## src/rtl/noise_frame_scheduler.sv

```systemverilog
// -----------------------------------------------------------------------------
// noise_frame_scheduler
//
// Sequences one frame of noise estimation. A frame is 2^nb blocks; each block
// streams 2^SAMPLES_LOG2 samples into an external statistics engine. After the
// engine reports the block variance, the scheduler accumulates it and tracks the
// running minimum. When the last block is in, it publishes the mean block
// variance (noise_est) and the minimum block variance (min_var) with a
// one-cycle noise_valid pulse.
//
// Ports
//   clk, rst_n       : clock, asynchronous active-low reset
//   start_of_frame   : frame start request (only honoured while idle)
//   blocks_log2      : log2 of blocks per frame, sampled at frame accept,
//                      clamped to MAX_BLOCKS_LOG2
//   pix_valid        : upstream sample present
//   pix_ready        : scheduler is streaming; sample taken on valid && ready
//   eng_start        : one-cycle pulse, engine begins a new block
//   eng_sample_en    : engine consumes the current sample
//   eng_done         : engine variance result valid (used only while waiting)
//   eng_variance     : engine block variance
//   noise_valid      : one-cycle pulse, noise_est/min_var just updated
//   noise_est        : mean of the frame's block variances (truncating)
//   min_var          : minimum block variance of the frame
//   busy             : high whenever the scheduler is not idle
//   overrun_err      : one-cycle pulse after a start_of_frame that was ignored
// -----------------------------------------------------------------------------
module noise_frame_scheduler #(
    parameter int DATA_WIDTH      = 8,
    parameter int SAMPLES_LOG2    = 6,
    parameter int VAR_WIDTH       = 16,
    parameter int MAX_BLOCKS_LOG2 = 4
) (
    input  logic                 clk,
    input  logic                 rst_n,
    input  logic                 start_of_frame,
    input  logic [3:0]           blocks_log2,
    input  logic                 pix_valid,
    output logic                 pix_ready,
    output logic                 eng_start,
    output logic                 eng_sample_en,
    input  logic                 eng_done,
    input  logic [VAR_WIDTH-1:0] eng_variance,
    output logic                 noise_valid,
    output logic [VAR_WIDTH-1:0] noise_est,
    output logic [VAR_WIDTH-1:0] min_var,
    output logic                 busy,
    output logic                 overrun_err
);

    // DATA_WIDTH only documents the upstream pixel format; no pixel data
    // passes through this block, so it contributes nothing to any width.
    localparam int ACC_W = VAR_WIDTH + MAX_BLOCKS_LOG2 + 0 * DATA_WIDTH;
    localparam int NB_W  = $clog2(MAX_BLOCKS_LOG2 + 1);

    typedef enum logic [1:0] {
        S_IDLE,
        S_STREAM,
        S_WAIT_ENG,
        S_DONE
    } state_e;

    state_e                     state_q,      state_d;
    logic [NB_W-1:0]            nb_q,         nb_d;
    logic [SAMPLES_LOG2-1:0]    sample_cnt_q, sample_cnt_d;
    logic [MAX_BLOCKS_LOG2-1:0] blk_cnt_q,    blk_cnt_d;
    logic [ACC_W-1:0]           acc_q,        acc_d;
    logic [VAR_WIDTH-1:0]       min_q,        min_d;
    logic [VAR_WIDTH-1:0]       noise_est_q,  noise_est_d;
    logic [VAR_WIDTH-1:0]       min_var_q,    min_var_d;
    logic                       noise_valid_q, noise_valid_d;
    logic                       overrun_err_q, overrun_err_d;
    logic                       eng_start_raw;

    // Index of the final block of the frame: 2^nb - 1.
    logic [MAX_BLOCKS_LOG2-1:0] last_blk;
    assign last_blk = MAX_BLOCKS_LOG2'((32'd1 << nb_q) - 32'd1);

    // NOTE: every always_comb output gets a default before any branch, so no
    // path leaves a signal unassigned and no latch is inferred.
    always_comb begin
        state_d       = state_q;
        nb_d          = nb_q;
        sample_cnt_d  = sample_cnt_q;
        blk_cnt_d     = blk_cnt_q;
        acc_d         = acc_q;
        min_d         = min_q;
        noise_est_d   = noise_est_q;
        min_var_d     = min_var_q;
        noise_valid_d = 1'b0;
        eng_start_raw = 1'b0;
        // Any request that arrives while a frame is in flight is dropped and
        // flagged; the frame itself carries on untouched.
        overrun_err_d = start_of_frame && (state_q != S_IDLE);

        unique case (state_q)
            S_IDLE: begin
                if (start_of_frame) begin
                    nb_d          = (32'(blocks_log2) > MAX_BLOCKS_LOG2)
                                    ? NB_W'(MAX_BLOCKS_LOG2) : NB_W'(blocks_log2);
                    sample_cnt_d  = '0;
                    blk_cnt_d     = '0;
                    acc_d         = '0;
                    min_d         = '1;
                    eng_start_raw = 1'b1;
                    state_d       = S_STREAM;
                end
            end

            S_STREAM: begin
                // Only consumed samples advance the count, so gaps in
                // pix_valid stretch the block without changing its size.
                if (pix_valid) begin
                    if (&sample_cnt_q) begin
                        sample_cnt_d = '0;
                        state_d      = S_WAIT_ENG;
                    end else begin
                        sample_cnt_d = sample_cnt_q + 1'b1;
                    end
                end
            end

            S_WAIT_ENG: begin
                if (eng_done) begin
                    // The accumulator is wide enough for 2^MAX_BLOCKS_LOG2
                    // full-scale variances, so this sum cannot wrap.
                    acc_d     = acc_q + ACC_W'(eng_variance);
                    blk_cnt_d = blk_cnt_q + 1'b1;
                    if (eng_variance < min_q) begin
                        min_d = eng_variance;
                    end
                    if (blk_cnt_q == last_blk) begin
                        state_d = S_DONE;
                    end else begin
                        eng_start_raw = 1'b1;
                        state_d       = S_STREAM;
                    end
                end
            end

            S_DONE: begin
                // Block count is a power of two, so the mean is a shift.
                noise_est_d   = VAR_WIDTH'(acc_q >> nb_q);
                min_var_d     = min_q;
                noise_valid_d = 1'b1;
                state_d       = S_IDLE;
            end

            default: state_d = S_IDLE;
        endcase
    end

    // NOTE: sequential state uses non-blocking assignments so every flop
    // samples the pre-edge value of every other flop.
    always_ff @(posedge clk or negedge rst_n) begin
        if (!rst_n) begin
            state_q       <= S_IDLE;
            nb_q          <= '0;
            sample_cnt_q  <= '0;
            blk_cnt_q     <= '0;
            acc_q         <= '0;
            min_q         <= '1;
            noise_est_q   <= '0;
            min_var_q     <= '0;
            noise_valid_q <= 1'b0;
            overrun_err_q <= 1'b0;
        end else begin
            state_q       <= state_d;
            nb_q          <= nb_d;
            sample_cnt_q  <= sample_cnt_d;
            blk_cnt_q     <= blk_cnt_d;
            acc_q         <= acc_d;
            min_q         <= min_d;
            noise_est_q   <= noise_est_d;
            min_var_q     <= min_var_d;
            noise_valid_q <= noise_valid_d;
            overrun_err_q <= overrun_err_d;
        end
    end

    // eng_start is decoded from inputs while idle; holding it low during reset
    // keeps a start_of_frame that overlaps reset from reaching the engine.
    assign eng_start     = eng_start_raw && rst_n;
    assign pix_ready     = (state_q == S_STREAM);
    assign eng_sample_en = (state_q == S_STREAM) && pix_valid;
    assign busy          = (state_q != S_IDLE);
    assign noise_valid   = noise_valid_q;
    assign noise_est     = noise_est_q;
    assign min_var       = min_var_q;
    assign overrun_err   = overrun_err_q;

endmodule
```

## config.mk

```make
export PLATFORM = sky130hd
export DESIGN_NAME = noise_frame_scheduler
export DESIGN_NICKNAME = d
export VERILOG_FILES = /design/src/rtl/noise_frame_scheduler.sv
export SDC_FILE = /design/constraint.sdc
export NUM_CORES = 1
export LEC_CHECK = 0
export BUFFER_PORTS_ARGS = -buffer_cell sky130_fd_sc_hd__buf_2
export CORE_ASPECT_RATIO = 0.8
export CORE_UTILIZATION = 49
export CTS_CLUSTER_SIZE = 12
export DETAILED_ROUTE_END_ITERATION = 8
export PLACE_DENSITY = 0.75
export RECOVER_POWER = 100
export SETUP_SLACK_MARGIN = 0.4
export SLEW_MARGIN = 20
export SYNTH_ARGS = -nofsm -noshare
export SYNTH_HDL_FRONTEND = slang
export SYNTH_SLANG_ARGS = --single-unit
```

## constraint.sdc

```tcl
create_clock -name clk -period 6.4 [get_ports clk]
set_clock_uncertainty 0.05 [all_clocks]
set_input_delay 1.28 -clock clk [delete_from_list [all_inputs] [get_ports clk]]
set_output_delay 1.28 -clock clk [all_outputs]
set_load 0.005 [all_outputs]
```

=== Word level (Yosys, flattened, before mapping) ===
Cells that the tools add are included.

* Magnitude comparators: 2
* Muxes and demuxes: 26
* Reductions and logical operators: 13
* Shifts and indexed selects: 2
* $add $sub $neg: 4
* Equal/unequal tests: 9

{| class="wikitable"
|+ Operators by type and width
! kind !! count
|-
| two-way mux 16 bit || 3
|-
| two-way mux 20 bit || 2
|-
| one-hot mux 20 bit (2 select lines) || 1
|-
| one-hot mux 16 bit (2 select lines) || 1
|-
| adder 20 x 16 -> 20 bit || 1
|-
| right shift 20 x 3 -> 16 bit || 1
|-
| two-way mux 6 bit || 3
|-
| less-than comparator 16 bit || 1
|-
| one-hot mux 6 bit (2 select lines) || 1
|-
| two-way mux 2 bit || 5
|-
| two-way mux 4 bit || 2
|-
| != test 2 bit (second input constant) || 4
|-
| one-hot mux 2 bit (4 select lines) || 1
|-
| one-hot mux 4 bit (2 select lines) || 1
|-
| AND reduction 4 bit || 2
|-
| adder 6 x 1 -> 6 bit (second input constant) || 1
|-
| AND reduction 3 bit || 2
|-
| AND reduction 6 bit || 1
|-
| nonzero test 2 bit || 3
|-
| adder 4 x 1 -> 4 bit (second input constant) || 1
|-
| equality test 2 bit (second input constant) || 2
|-
| equality test 4 bit || 1
|-
| > comparator 4 x 3 -> 1 bit (second input constant) || 1
|-
| two-way mux 1 bit || 4
|-
| other kinds (9) || 11
|}

* Register bits after elaboration: 85
* Word-level logic and storage cells: 66

=== Longest topological paths before layout ===
Gate-level depths: netlist of run 1.

* Word-level depth: 7
* Gate-level depth with buffers: 11
* Depth with buffers taken out: 9

=== Least setup slack after synthesis of run 1 ===
OpenSTA, ideal clock, no wires.

* Path kind: input to output
* From: in start_of_frame
* To: out eng_start
* Stages on the path: 4
* Data arrival time: 1958 ps
* Path slack: 3112 ps
* Path through: inv_1 > nor2_4 > buf_1 > o211a_1

* Longest elaborated chain between the ends: 3

{| class="wikitable"
|+ RTL lines
! what !! line !! source
|-
| start, declared || 36 || <nowiki>input logic start_of_frame,</nowiki>
|-
| two-way mux 1 bit || 98 || <nowiki>if (start_of_frame) begin</nowiki>
|-
| one-hot mux 1 bit (2 select lines) || 96 || <nowiki>unique case (state_q)</nowiki>
|-
| logical AND 1 bit || 183 || <nowiki>assign eng_start = eng_start_raw && rst_n;</nowiki>
|-
| end, declared || 40 || <nowiki>output logic eng_start,</nowiki>
|}

Every way passes these cells.

=== Final worst setup path of run 1 ===
Ends and elaborated chain as after synthesis.

==> results by group, run 1 <==
Power and ir drop
  • Worst vdd ir: 0.0001828 V
  • Pleak: about 0.0029 µW
  • Pwr Density: between 400 and 500 mW/mm²

Synthesis
  • Area leader, netlist: dfrtp_1
  • Area contributors post-synth: dfrtp_1 (32%), mux2i_1 (10%), ha_1 (8.0%)
  • Ys flop type: dfrtp_1
  • Ys async rst share: 100.0%
  • Post-synthesis mux area share: 12.38%
  • Post-synth cell types: 60
  • Mapped Nets: 633
  • Average size of a mapped cell: ~9.3 µm²
  • Largest family of logic cells by synthesized area: compound AO/OA/AOI/OAI gates
  • Xor and xnor area share after synthesis: ~2.1%
  • Post-synthesis simple-gate area fraction: between 15 and 20%
  • Seq cells post-synth: between 80 and 90
  • Post-synth EDFFs: 0
  • Top-area cell type share of the netlist area: between 30% and 40%
  • Synth Area in Adders: under 10%
  • Mapped Cells: 573
  • Post-synthesis sequential area ratio: roughly 40%
  • YS warnings: 0
  • Compound-gate portion of the synthesized area: 16.39%
  • Cell area after synthesis: 0.005345 mm²

Worst setup path
  • Reg2Reg Launch Point: state_q[0]
  • Worst EP required: between 5000 and 6000 ps
  • CP delay by family, top: simple AND/OR/NAND/NOR gates
  • Crit Path Max Fanout: 24
  • Most used cell, CP: clkbuf_1
  • Reg2Reg Depth: 7
  • CP Capture Type: output pin
  • Crit-path max cell delay: between 1000 and 1500 ps
  • Worst setup SP type: primary input
  • Internal reg-to-reg setup slack: around 2800 ps
  • CP Class: in2out
  • CP max-delay cell: nor2_1
  • WP data arrival: about 3300 ps
  • CP Cell Sequence: clkbuf_1 > inv_1 > nor2_1 > o211a_1 > clkbuf_1
  • WP buf/inv: 3
  • Worst R2R End: acc_q[14]

Floorplan
  • Die W: approximately 120 µm
  • Die Ht: between 90 and 100 µm
  • Core footprint: approximately 0.010 mm²
  • Initial Utilization: between 50% and 60%
  • Die Area: roughly 0.011 mm²
  • I/O pins: 63
  • Site row count: 33

Cells and area
  • Most common cell after layout, fill and taps aside: nand2_1
  • Area growth syn-to-layout: 11.80%
  • Antenna fix cells: 0
  • FILL cells: 950
  • Proportion of layout cells with a drive suffix above 1: 15.22%
  • Nets: a little under 700
  • Most frequent cells in the layout: nand2_1 (74), dfrtp_1 (69), o21ai_0 (61), mux2i_1 (56), nor2_1 (52)

Outcome
  • Status: finished, violations left
  • Failing checks: capacitance limit, slew limit

Drt
  • Post-route ant nets: 0
  • Drt pass-1 iters: 5
  • Drt drc: 0
  • DRT iter0 DRCs: 194
  • Routed WL: approximately 12000 µm
  • Routed via count: approximately 4300
  • Via-to-Cell Ratio: 5.654
  • WL per Instance: between 15 and 20 µm

STA
  • Final setup TNS: 0 ps
  • Final Setup Violations: 0
  • Fmax: ~0.22 GHz
  • Crit share post-route: slightly above 70%
  • Worst-Margin Slew: 2021 ps
  • Relative slew slack: -34.76%
  • Slew Limit Fails: ~130
  • RSZ-0062 raised after global routing: no
  • Final Hold Fails: 0
  • Minimum clock period: roughly 4600 ps
  • Final worst setup slack: roughly 1800 ps

Clocking
  • Clock Latency Late Sink: approximately 340 ps
  • TritonCTS clock tree: done
  • Post-CTS setup buffer count: 0
  • Max Buffers Root-to-Sink: 2
  • Worst-path clk slew: approximately 60 ps
  • Total clock sinks: 85
  • CTS Hold Buffers Added: 0
  • Gates resized, CTS repair: 0
  • Max H-tree Level: 3
  • Num CTS Buffers: 9
  • CTS Root Cell: clkbuf_16

Placed design
  • Final Wtd Congestion: around 0.9
  • Port bufs: 62
  • Hpwl dp: 9005 µm
  • Dpl ws: around 2600 ps

Worst hold path
  • Endpoint, Worst Hold: min_var[3]
  • Hold Path Depth: 2
  • Hold_sp: min_var[3]
  • Worst Hold Class: reg2reg

Run
  • Max cap viols: 3

Global routing
  • Initial antenna violation count: 0
  • First-pass GRT wire length: approximately 21000 µm
  • Largest net degree at the start of global routing: 65
  • Total gr overflow: 0
  • Number of global-route vias before repair: ~4000
  • Tot GR Track Use: approximately a quarter
## cell families (layout without fill, tap and decap cells)
family / after synthesis / count (layout)
AOI/OAI and AO/OA: 136 / 136
xor gates and xnor gates: 13 / 13
adders and majority gates: 35 / 35
buffers and inverters: 55 / 106
DFF: 85 / 85
muxes: 61 / 61
and+or+nand+nor: 188 / 188
## cells in the mapped netlist (4+ instances only)
cell / number
nand2b_1: 6
dfrtp_1: 69
inv_1: 24
nor2_1: 50
a22o_1: 6
ha_1: 34
a21oi_1: 22
o21ai_0: 61
mux2i_1: 56
nor2b_1: 6
o21a_1: 5
nor3_1: 7
a21o_1: 7
clkbuf_1: 15
nand4_1: 9
or2_2: 4
nand2_1: 74
or3_1: 4
xor2_1: 5
buf_2: 10
mux4_2: 4
a211oi_1: 6
xnor2_1: 8
dfstp_2: 16
and4_1: 4
nand3_1: 10
## how the worst max path moves through the flow
stage	from	to	slack [ps]	cells after the start
final	start_of_frame	eng_start	1760	5
after global routing	rst_n	eng_start	1540	3
after CTS	nb_q[1]	eng_start	2320	7
after detailed placement	start_of_frame	eng_start	2620	5
after global placement	start_of_frame	eng_start	2690	5
after floorplan	start_of_frame	eng_start	3110	4
## through the flow
| stage | power (µW) | cells | utilization [%] | hold WS [ps] | area, µm² |
|---|---|---|---|---|---|
| floorplan | 1671 | 573 | - | 417.2 | 5345 |
| global placement | 1955 | 747 | 54.73 | 407.4 | 5717 |
| detailed placement | 2008 | 747 | 54.73 | 416.1 | 5717 |
| CTS | 2506 | 763 | 57.40 | 429.2 | 5996 |
| global route | 2683 | 764 | 57.20 | 440.6 | 5976 |
| finish | 2484 | 764 | 57.20 | 423.3 | 5976 |
## per-layer routing
| layer | GRT usage (%) | wire length, µm |
|---|---|---|
| met3 | 5.084 | 726 |
| met5 | 0 | 0 |
| met4 | 6.224 | 142 |
| met1 | 32.61 | 5879 |
| met2 | 37.48 | 5535 |
## power breakdown
group	switching [µW]	total [µW]	internal, µW
Sequential	191	904	713
Clock	208	490	282
Combinational	619	1090	472
## worst register-to-register path: stages, from the launching register on
cell and delay, ps:
dfrtp_1 430, or2_2 340, nor2_1 1380, nor2_1 120, clkbuf_1 520, nand2_1 190, o311ai_0 130, or3_1 330
## area by class of cell
| class | instances | area (µm²) | area share (%) |
|---|---|---|---|
| sequential | 85 | 2147 | 35.93 |
| clock inverter | 4 | 22.52 | 0.3769 |
| multi-input combinational | 433 | 2962 | 49.56 |
| timing repair buffer | 66 | 322.8 | 5.402 |
| tap | 140 | 175.2 | 2.931 |
| clock buffer | 12 | 256.5 | 4.292 |
| inverter | 24 | 90.09 | 1.508 |
## flip-flops by register name (all words and copies together), names as in the netlist
register and count:
min_q 16, noise_est 16, noise_valid 1, state_q 2
nb_q 3, blk_cnt_q 4, overrun_err 1, min_var 16
sample_cnt_q 6, acc_q 20
Note: power is estimated with default switching activity, not from simulation.
==> inputs of run 2 (changes only) <==
--- a/config.mk
+++ b/config.mk
@@ -5,6 +5,7 @@
 export SDC_FILE = /design/constraint.sdc
 export NUM_CORES = 1
 export LEC_CHECK = 0
+export ABC_AREA = 1
 export BUFFER_PORTS_ARGS = -buffer_cell sky130_fd_sc_hd__buf_2
 export CORE_ASPECT_RATIO = 0.8
 export CORE_UTILIZATION = 49
==> constraint.sdc (replaced) <==
create_clock -name clk -period 4.65 [get_ports clk]
set_clock_uncertainty 0.05 [all_clocks]
set_input_delay 0.93 -clock clk [delete_from_list [all_inputs] [get_ports clk]]
set_output_delay 0.93 -clock clk [all_outputs]
set_load 0.005 [all_outputs]
==> results by group, run 2 <==
STA
  • Minimum clock period: just under 4000 ps
  • Worst-Margin Slew: 1720 ps (was 2021 ps)
  • Relative slew slack: -14.67% (was -34.76%)
  • Final setup TNS: 0 ps (unchanged)
  • Final Hold Slack: 410.6 ps (was 423.3 ps)
  • Crit share post-route: roughly 84%
  • Fmax: 0.2553 GHz
  • Final Setup Violations: 0 (unchanged)
  • RSZ-0062 raised after global routing: no (unchanged)
  • Slew Limit Fails: 31 (was 128)
  • Final Hold Fails: 0 (unchanged)

Synthesis
  • Post-synth cell types: 48 (was 60)
  • Cell area after synthesis: 0.005590 mm² (was 0.005345 mm²)
  • YS warnings: 0 (unchanged)
  • Post-synth EDFFs: 0 (unchanged)
  • Post-synthesis sequential area ratio: 38.41% (was 40.17%)
  • Ys flop type: dfrtp_1 (unchanged)
  • Mapped Nets: 807 (was 633)
  • Ys async rst share: 100.0% (unchanged)
  • Synth cell count leaders: nand2_1 (214), o21ai_0 (72), dfrtp_1 (69) (was nand2_1 (74), dfrtp_1 (69), o21ai_0 (61))
  • Top-area cell type share of the netlist area: 30.89% (was 32.30%)
  • Most common cell in the netlist: nand2_1 (unchanged)
  • Average size of a mapped cell: 7.484 µm² (was 9.328 µm²)
  • Area contributors post-synth: dfrtp_1 (31%), nand2_1 (14%), ha_1 (7.6%) (was dfrtp_1 (32%), mux2i_1 (10%), ha_1 (8.0%))
  • Mapped Cells: 747 (was 573)
  • Area leader, netlist: dfrtp_1 (unchanged)
  • Seq cells post-synth: 85 (unchanged)

Placed design
  • Port bufs: 62 (unchanged)
  • Final Wtd Congestion: 0.9179 (was 0.9119)
  • Hpwl dp: 10690 µm (was 9005 µm)
  • Inst Count DP: 933 (was 747)
  • Cell Area, Placed: 0.005952 mm² (was 0.005717 mm²)

Power and ir drop
  • Worst vdd ir: 0.0001854 V (was 0.0001828 V)
  • Pleak: 0.003159 µW (was 0.002906 µW)
  • Pwr Density: 438.6 mW/mm² (was 415.7 mW/mm²)

Global routing
  • Total gr overflow: 0 (unchanged)
  • First-pass GRT wire length: 23690 µm (was 20620 µm)
  • Tot GR Track Use: 25.16% (was 23.51%)
  • Initial antenna violation count: 0 (unchanged)
  • Largest net degree at the start of global routing: 58 (was 65)
  • Number of global-route vias before repair: 5032 (was 4052)

Drt
  • DRT iter0 DRCs: 328 (was 194)
  • Routed via count: 5200 (was 4320)
  • WL per Instance: 14.80 µm (was 16.08 µm)
  • Post-route ant nets: 0 (unchanged)
  • Drt pass-1 iters: 7 (was 5)
  • Routed WL: 14050 µm (was 12280 µm)
  • Drt drc: 0 (unchanged)
  • Via-to-Cell Ratio: 5.479 (was 5.654)

Floorplan
  • Site row count: 34 (was 33)
  • Die Ht: 97.54 µm (was 95.42 µm)
  • Die W: 121.4 µm (was 118.8 µm)
  • I/O pins: 63 (unchanged)
  • Initial Utilization: 50.93% (was 51.17%)
  • Core footprint: 0.01098 mm² (was 0.01045 mm²)
  • Die Area: 0.01184 mm² (was 0.01133 mm²)

Cells and area
  • Proportion of layout cells with a drive suffix above 1: 13.42% (was 15.22%)
  • Antenna fix cells: 0 (unchanged)
  • Most frequent cells in the layout: nand2_1 (217), o21ai_0 (79), dfrtp_1 (69), inv_1 (67), nor2_1 (62) (was nand2_1 (74), dfrtp_1 (69), o21ai_0 (61), mux2i_1 (56), nor2_1 (52))
  • Nets: 860 (was 679)
  • Area growth syn-to-layout: 10.21% (was 11.80%)
  • Post-route core utilization: 56.13% (was 57.20%)
  • Fin cells: 949 (was 764)
  • Most common cell after layout, fill and taps aside: nand2_1 (unchanged)
  • Post-route cell area: 0.006161 mm² (was 0.005976 mm²)
  • Max FFs per register: 20 (unchanged)
  • Most flop-heavy register: acc_q (unchanged)

Clocking
  • Gates resized, CTS repair: 0 (unchanged)
  • Num CTS Buffers: 9 (unchanged)
  • Worst-path clk slew: 60 ps (about the same)
  • Max Buffers Root-to-Sink: 2 (unchanged)
  • Max H-tree Level: 3 (unchanged)
  • CTS Hold Buffers Added: 0 (unchanged)
  • Clock Latency Late Sink: 340 ps (about the same)
  • Total clock sinks: 85 (unchanged)
  • CTS Root Cell: clkbuf_16 (unchanged)
  • Post-CTS setup buffer count: 0 (unchanged)
  • TritonCTS clock tree: done (unchanged)

Worst setup path
  • Crit path from: state_q[0] (was start_of_frame)
  • CP Cell Sequence: nor2_1 > clkinvlp_2 > nor2_1 > nor2_1 > inv_6 > nand3_1 > inv_1 > buf_2 (was clkbuf_1 > inv_1 > nor2_1 > o211a_1 > clkbuf_1)
  • CP Class: reg2out (was in2out)
  • Worst setup SP type: flip-flop (was primary input)
  • Reg2Reg Launch Point: min_q[11] (was state_q[0])
  • Worst EP required: 3670 ps (was 5070 ps)
  • Crit-path max cell delay: 590 ps (was 1380 ps)
  • CP max-delay cell: nor2_1 (unchanged)
  • CP Capture Type: output pin (unchanged)
  • Reg2Reg Depth: 10 (was 7)
  • Most used cell, CP: nor2_1 (was clkbuf_1)
  • Worst R2R End: min_q[6] (was acc_q[14])
  • Critical Path Sink: eng_start (unchanged)
  • Crit Path Max Fanout: 18 (was 24)
  • Internal reg-to-reg setup slack: 1940 ps (was 2780 ps)
  • WP data arrival: 2940 ps (was 3310 ps)

Worst hold path
  • Worst Hold Class: reg2reg (unchanged)

Run
  • Max cap viols: 1 (was 3)

Outcome
  • Failing checks: capacitance limit, slew limit (unchanged)
  • Status: finished, violations left (unchanged)
run 2: cell types whose count changed in the layout (fill, tap and decap cells not counted), sizes merged, moves of 7 or more:
cell	previous run	this run
o21ai	63	79
a211oi	7	0
inv	24	73
a21oi	22	47
nand2	74	217
nor2	52	65
mux2i	56	0
nand3	10	54
nand4	9	2
or2	4	17
run 2: worst min path at each step:
stage / startpoint / end / slack, ps / cells after the start
after floorplan: min_q[10] / min_q[10] / 390 / 2
after global placement: min_q[14] / min_q[14] / 400 / 2
after detailed placement: min_q[1] / min_q[1] / 400 / 2
after CTS: min_q[1] / min_q[1] / 410 / 2
after global routing: min_q[7] / min_q[7] / 430 / 2
final: min_q[14] / min_q[14] / 410 / 2
run 2: layout make-up:
type / instances / area [µm²]
fillers: 1062 / 4815
inverters: 75 / 289.0
repair buffers: 65 / 309.0
flip-flops and latches: 85 / 2147
clock inverters: 6 / 111.4
clock buffers: 10 / 229.0
multi-input cells: 564 / 2895
well taps: 144 / 180.2
run 2: cells by family (layout without fill, tap and decap cells):
kind of cell | count (synthesis) | count (layout) | synth area share [%]
buffers and inverters | 98 | 156 | 7.968
adder cells (fa/ha/maj) | 35 | 35 | 7.968
XOR/XNOR | 5 | 5 | 0.7835
AND/OR/NAND/NOR | 369 | 369 | 29.05
AO/OA/AOI/OAI | 155 | 155 | 15.82
flip-flops | 85 | 85 | 38.41
run 2: critical path, delay by kind of cell (launching register included):
kind | cells | cell delay [ps]
AND/OR/NAND/NOR | 4 | 1360
flip-flops | 1 | 480
buffers and inverters | 4 | 750
run 2: power by group:
group | switching, µW | internal (µW) | total [µW]
clock | 303 | 526 | 829
sequential | 121 | 975 | 1100
combinational | 475 | 302 | 777
total | 899 | 1800 | 2700
run 2: per-layer routing:
metal | vias up | GRT usage (%) | part of all wire, %
met4 | 0 | 8.452 | 2.3
met5 | - | 0 | 0
met1 | 2446 | 34.51 | 47
met2 | 159 | 39.51 | 45
li1 | 2565 | - | -
met3 | 30 | 4.930 | 5.4
run 2: stage by stage:
step,total power [µW],setup slack (ps)
floorplan,1645,1961
detailed placement,1903,1394
finish,2702,732.7
CTS,2738,1007
global route,2896,559.8
global placement,1850,1489
